## src/rtl/regfile_mp_if.sv

```systemverilog
// Bus between decode/writeback and the multi-port register file.
// clk and rst stay plain ports on the register file itself.
interface regfile_mp_if #(
  parameter int unsigned WIDTH  = 32,
  parameter int unsigned ADDR_W = 5
);
  logic              clr;
  logic              busy;
  logic              we_a;
  logic [ADDR_W-1:0] waddr_a;
  logic [WIDTH-1:0]  wdata_a;
  logic              we_b;
  logic [ADDR_W-1:0] waddr_b;
  logic [WIDTH-1:0]  wdata_b;
  logic [ADDR_W-1:0] raddr1;
  logic [WIDTH-1:0]  rdata1;
  logic [ADDR_W-1:0] raddr2;
  logic [WIDTH-1:0]  rdata2;

  modport master (
    output clr, we_a, waddr_a, wdata_a, we_b, waddr_b, wdata_b, raddr1, raddr2,
    input  busy, rdata1, rdata2
  );

  modport slave (
    input  clr, we_a, waddr_a, wdata_a, we_b, waddr_b, wdata_b, raddr1, raddr2,
    output busy, rdata1, rdata2
  );
endinterface

```

## src/rtl/regfile_mp.sv

```systemverilog
// Two-write / two-read register file with optional zero entry, optional
// write-to-read bypass and a one-entry-per-cycle clear engine.
module regfile_mp #(
  parameter int unsigned WIDTH    = 32,
  parameter int unsigned DEPTH    = 32,
  parameter bit          ZERO_REG = 1'b1,
  parameter bit          BYPASS   = 1'b1
) (
  input  logic         clk,
  input  logic         rst,
  regfile_mp_if.slave  bus
);
  localparam int unsigned ADDR_W = $clog2(DEPTH);
  localparam logic [ADDR_W:0]   DEPTH_X  = (ADDR_W + 1)'(DEPTH);
  localparam logic [ADDR_W-1:0] LAST_IDX = ADDR_W'(DEPTH - 1);

  typedef enum logic {S_IDLE, S_CLEAR} state_e;

  state_e            state_q, state_d;
  logic [ADDR_W-1:0] cnt_q, cnt_d;
  logic [WIDTH-1:0]  mem_q [DEPTH];

  logic              idle;
  logic              wr_a, wr_b;
  logic [ADDR_W-1:0] raddr [2];
  logic [WIDTH-1:0]  rdata [2];

  // Address maps to a real, writable/readable entry (not out of range, not the zero entry).
  function automatic logic addr_ok(input logic [ADDR_W-1:0] a);
    return ({1'b0, a} < DEPTH_X) && !(ZERO_REG && (a == '0));
  endfunction

  always_ff @(posedge clk) begin
    if (rst) begin
      state_q <= S_CLEAR;
      cnt_q   <= '0;
    end else begin
      state_q <= state_d;
      cnt_q   <= cnt_d;
    end
  end

  // clr restarts the clear sequence from any state.
  always_comb begin
    state_d = state_q;
    cnt_d   = cnt_q;
    if (bus.clr) begin
      state_d = S_CLEAR;
      cnt_d   = '0;
    end else if (state_q == S_CLEAR) begin
      if (cnt_q == LAST_IDX) begin
        state_d = S_IDLE;
        cnt_d   = '0;
      end else begin
        cnt_d = cnt_q + ADDR_W'(1);
      end
    end
  end

  assign idle     = (state_q == S_IDLE);
  assign bus.busy = (state_q == S_CLEAR);
  assign wr_a     = bus.we_a && addr_ok(bus.waddr_a);
  assign wr_b     = bus.we_b && addr_ok(bus.waddr_b);

  // Port B is written last so it wins on an address collision.
  always_ff @(posedge clk) begin
    if (!rst && !bus.clr) begin
      if (state_q == S_CLEAR) begin
        mem_q[cnt_q] <= '0;
      end else begin
        if (wr_a) mem_q[bus.waddr_a] <= bus.wdata_a;
        if (wr_b) mem_q[bus.waddr_b] <= bus.wdata_b;
      end
    end
  end

  assign raddr[0] = bus.raddr1;
  assign raddr[1] = bus.raddr2;

  always_comb begin
    for (int p = 0; p < 2; p++) begin
      rdata[p] = '0;
      if (idle && addr_ok(raddr[p])) begin
        if (BYPASS && wr_b && (bus.waddr_b == raddr[p])) begin
          rdata[p] = bus.wdata_b;
        end else if (BYPASS && wr_a && (bus.waddr_a == raddr[p])) begin
          rdata[p] = bus.wdata_a;
        end else begin
          rdata[p] = mem_q[raddr[p]];
        end
      end
    end
  end

  assign bus.rdata1 = rdata[0];
  assign bus.rdata2 = rdata[1];
endmodule

```

## src/flat_wrapper.sv

```systemverilog
// flat-port wrapper written by rule: the top's interface ports become plain ports
module regfile_mp_flat 
#(
  parameter int unsigned WIDTH    = 32,
  parameter int unsigned DEPTH    = 32,
  parameter bit          ZERO_REG = 1'b1,
  parameter bit          BYPASS   = 1'b1
)
  (clk, rst, bus_clr, bus_we_a, bus_waddr_a, bus_wdata_a, bus_we_b, bus_waddr_b, bus_wdata_b, bus_raddr1, bus_raddr2, bus_busy, bus_rdata1, bus_rdata2);
  regfile_mp_if #(.WIDTH(WIDTH), .ADDR_W(5)) bus_i ();
  input  logic clk;
  input  logic rst;
  input wire logic [$bits(bus_i.clr)-1:0] bus_clr;
  input wire logic [$bits(bus_i.we_a)-1:0] bus_we_a;
  input wire logic [$bits(bus_i.waddr_a)-1:0] bus_waddr_a;
  input wire logic [$bits(bus_i.wdata_a)-1:0] bus_wdata_a;
  input wire logic [$bits(bus_i.we_b)-1:0] bus_we_b;
  input wire logic [$bits(bus_i.waddr_b)-1:0] bus_waddr_b;
  input wire logic [$bits(bus_i.wdata_b)-1:0] bus_wdata_b;
  input wire logic [$bits(bus_i.raddr1)-1:0] bus_raddr1;
  input wire logic [$bits(bus_i.raddr2)-1:0] bus_raddr2;
  output wire logic [$bits(bus_i.busy)-1:0] bus_busy;
  output wire logic [$bits(bus_i.rdata1)-1:0] bus_rdata1;
  output wire logic [$bits(bus_i.rdata2)-1:0] bus_rdata2;
  assign bus_i.clr = bus_clr;
  assign bus_i.we_a = bus_we_a;
  assign bus_i.waddr_a = bus_waddr_a;
  assign bus_i.wdata_a = bus_wdata_a;
  assign bus_i.we_b = bus_we_b;
  assign bus_i.waddr_b = bus_waddr_b;
  assign bus_i.wdata_b = bus_wdata_b;
  assign bus_i.raddr1 = bus_raddr1;
  assign bus_i.raddr2 = bus_raddr2;
  assign bus_busy = bus_i.busy;
  assign bus_rdata1 = bus_i.rdata1;
  assign bus_rdata2 = bus_i.rdata2;
  regfile_mp #(.WIDTH(WIDTH), .DEPTH(DEPTH), .ZERO_REG(ZERO_REG), .BYPASS(BYPASS)) u_core (.clk(clk), .rst(rst), .bus(bus_i));
endmodule
```

## config.mk

```make
export PLATFORM = sky130hd
export DESIGN_NAME = regfile_mp_flat
export DESIGN_NICKNAME = d
export VERILOG_FILES = /design/src/rtl/regfile_mp_if.sv /design/src/rtl/regfile_mp.sv /design/src/flat_wrapper.sv
export SDC_FILE = /design/constraint.sdc
export NUM_CORES = 2
export LEC_CHECK = 0
export BUFFER_PORTS_ARGS = -buffer_cell sky130_fd_sc_hd__buf_4
export CORE_MARGIN = 1.5
export CORE_UTILIZATION = 34
export DETAILED_ROUTE_END_ITERATION = 16
export GPL_ROUTABILITY_DRIVEN = 0
export SYNTH_ARGS = -nofsm -noshare
export SYNTH_HDL_FRONTEND = slang
export SYNTH_SLANG_ARGS = --single-unit
```

## constraint.sdc

```tcl
create_clock -name clk -period 5.6 [get_ports clk]
set_input_delay 0.28 -clock clk [delete_from_list [all_inputs] [get_ports clk]]
set_output_delay 0.28 -clock clk [all_outputs]
set_load 0.02 [all_outputs]
```

==> reports/summary.txt <==
Final Non-Filler Cells = 7945
Total CTS buffers = 111
WP data arrival = 4.56 ns
Min-delay worst type = primary input to flop
Antenna viol nets, final = 0
Achievable Freq = 0.240 GHz
Largest cells by area after synthesis = edfxtp_1, mux2i_1, o21ai_0
Setup violators final = 0
H-tree levels = 3
Cells after Synth = 5770
Setup repair bufs after CTS = 0
Die Area = 179000 sq um
Pint = 12.7 mW
Critical Path End Type = flop
Gate power share = 0.087
DP Cell Count = 7728
Status = complete, no violations
Critical Path Start = u_core.bus.busy
Grt ovf = 0
Vias = 48615
DIE HEIGHT = 423 um
Period Utilization, post-route = 0.743
Initial Util = 0.343
Sw frac = 0.256
Top-count cell post-synth = o21ai_0
DR pass1 iterations = 8
Number of top-level pins = 154
Per-cell routed wire length = 30.9 um
Number of port buffers = 153
Clock skew = 0.0321 ns
Final min period = 4.16 ns
Number of synthesized flops with an enable pin = 1024
Synth cell types = 47
Layout area overhead = 11.7%
YS warnings = 0
CTS Root Cell = clkbuf_16
Relative slew slack = 0.0215
Row count = 153
Hold Startpoint = bus_wdata_b[3]
Setup crit start kind = flop
Clock Sinks = 1030
Drt initial violations = 6699
Synthesized cell area = 59800 sq um
Post-detail-place hpwl = 161 mm
Leakage = 21.3 nW
Async SR Flop Fraction = 0
Final Max Tran Viols = 0
Hold-fix buffers, CTS = 3
Fillers = 16538
Area occupied by multi-input gates = 26900 sq um
Vias per std cell = 6.12
Slew of the pin with the lowest slew margin = 1.45 ns
Critical path class = flop to flop
Syn Nets = 5861
Data required, critical path = 6.00 ns
Layout cells sized above 1 = 0.131
Clk pwr share = 0.423
Reg2reg start = u_core.bus.busy
Final wirelength = 246 mm
Switching power = 4.37 mW
Primary FF master, synth = edfxtp_1
Sequential share of the synthesized area = 0.516
Reg clk slew, reported paths = 0.06 ns
Initial antenna violation count = 18
Share of the synthesized area in the top cell type = 0.514
Sequential Power Share = 0.490
Vias in the first global route = 46213
Synth area leader = edfxtp_1
Setup TNS = 0 ns
Clock latency on the worst-skew pair = 0.75 ns
Commonest cells post-synth = o21ai_0, nand2_1, edfxtp_1
CTS resizes = 0
Clock buffer depth = 3
Register area = 30900 sq um
Crit Path Max Fanout = 42
CTS tree = yes
Core area = 174000 sq um
Die Wd = 423 um
Largest net degree at the start of global routing = 88
Max cap viols = 0
Syn avg cell area = 10.4 sq um
First-pass GRT wire length = 343 mm
Tot GR Track Use = 0.267
DRC viols = 0
PD cells = 256 nW/um^2
Peak VDD IR = 246 uV
Unrepaired setup endpoints after global routing = no
Final Hold Vio Count = 0
Final Net Count = 5610
Flops & latches, synth = 1030
critical path: stages, from the launching register on:
cell,delay (ns)
dfxtp_1,0.53
nor3_1,0.34
o211a_2,0.25
buf_4,0.57
nand3b_1,0.14
o21ai_1,0.31
nand2_1,0.36
o22ai_4,0.84
buf_4,0.47
area by class of cell:
| class | instances | area share |
|---|---|---|
| sequential | 1030 | 0.462 |
| multi-input combinational | 4015 | 0.402 |
| tap | 2325 | 0.0435 |
| clock buffer | 126 | 0.0427 |
| timing repair buffer | 325 | 0.0389 |
| clock inverter | 77 | 0.00878 |
| inverter | 36 | 0.00202 |
| antenna | 11 | 0.000412 |
metrics by stage:
stage	utilization	setup slack (ns)	hold WS [ns]	total power [mW]	area (sq um)
detailed placement	0.363	1.54	0.505	9.97	63300
global route	0.383	1.27	0.0976	17.3	66800
global placement	0.363	1.59	0.497	9.96	63300
finish	0.383	1.44	0.102	17.1	66800
floorplan	-	1.59	0.374	9.30	59800
CTS	0.383	1.52	0.0582	17.0	66800
flip-flops by register name, indices dropped and copies added, names as in the netlist:
name             cells
u_core.cnt_q         5
u_core.bus.busy      1
u_core.mem_q      1024
final timing paths:
kind / depth (start not counted) / slack, ns / end
hold reg to reg: 2 / 0.58 / u_core.cnt_q[1]
setup / recovery: 8 / 1.44 / u_core.mem_q[27][26]
hold / removal: 3 / 0.10 / u_core.mem_q[9][3]
setup reg to reg: 8 / 1.44 / u_core.mem_q[27][26]
layout by cell type, fill, tap and decap left out, types with 4 or more instances in the layout:
master and count:
o21ai_0 1201, nand2_1 1096, edfxtp_1 1024, mux2i_1 756
buf_4 309, o22ai_1 252, mux4_2 138, a221oi_1 124
clkbuf_16 112, nor2_1 82, nor3_1 66, and4_1 62
o21ai_1 51, inv_1 36, nor2_4 34, o22ai_4 31
clkinv_1 30, clkinv_2 24, nand2_2 18, clkbuf_1 14
xnor2_1 12, diode_2 11, buf_12 11, nand3_1 9
xor2_1 8, nand4_1 8, or2_2 7, clkinvlp_4 7
nand2b_1 6, bufinv_16 6, dfxtp_1 6, nand2b_2 4
nor4_1 4, nand3_2 4, inv_6 4
routing by layer:
layer / track usage / wire length, um / vias to the layer above
li1: - / - / 20976
met3: 0.0520 / 23200 / 842
met2: 0.426 / 113000 / 3073
met4: 0.232 / 24700 / 18
met5: 0 / 118 / -
met1: 0.306 / 84600 / 23706
power by group through the flow:
| stage | Sequential, mW | Combinational (mW) | Clock, mW |
|---|---|---|---|
| after floorplan | 8.53 | 0.770 | 0 |
| after global placement | 8.53 | 1.43 | 0 |
| after detailed placement | 8.54 | 1.43 | 0 |
| after CTS | 8.37 | 1.44 | 7.21 |
| after global routing | 8.37 | 1.49 | 7.48 |
| final | 8.37 | 1.49 | 7.22 |
logic make-up (layout without fill, tap and decap cells):
| kind of cell | Yosys count | count (layout) | synth area share |
|---|---|---|---|
| other | 0 | 11 | 0 |
| multiplexers | 896 | 896 | 0.179 |
| adder cells (fa/ha/maj) | 2 | 2 | 0.000418 |
| AO/OA/AOI/OAI | 1670 | 1670 | 0.154 |
| AND/OR/NAND/NOR | 1427 | 1427 | 0.0997 |
| flip-flops | 1030 | 1030 | 0.516 |
| buffers and inverters | 725 | 564 | 0.0483 |
| XOR/XNOR | 20 | 20 | 0.00293 |
Note: power is estimated with default switching activity, not from simulation.
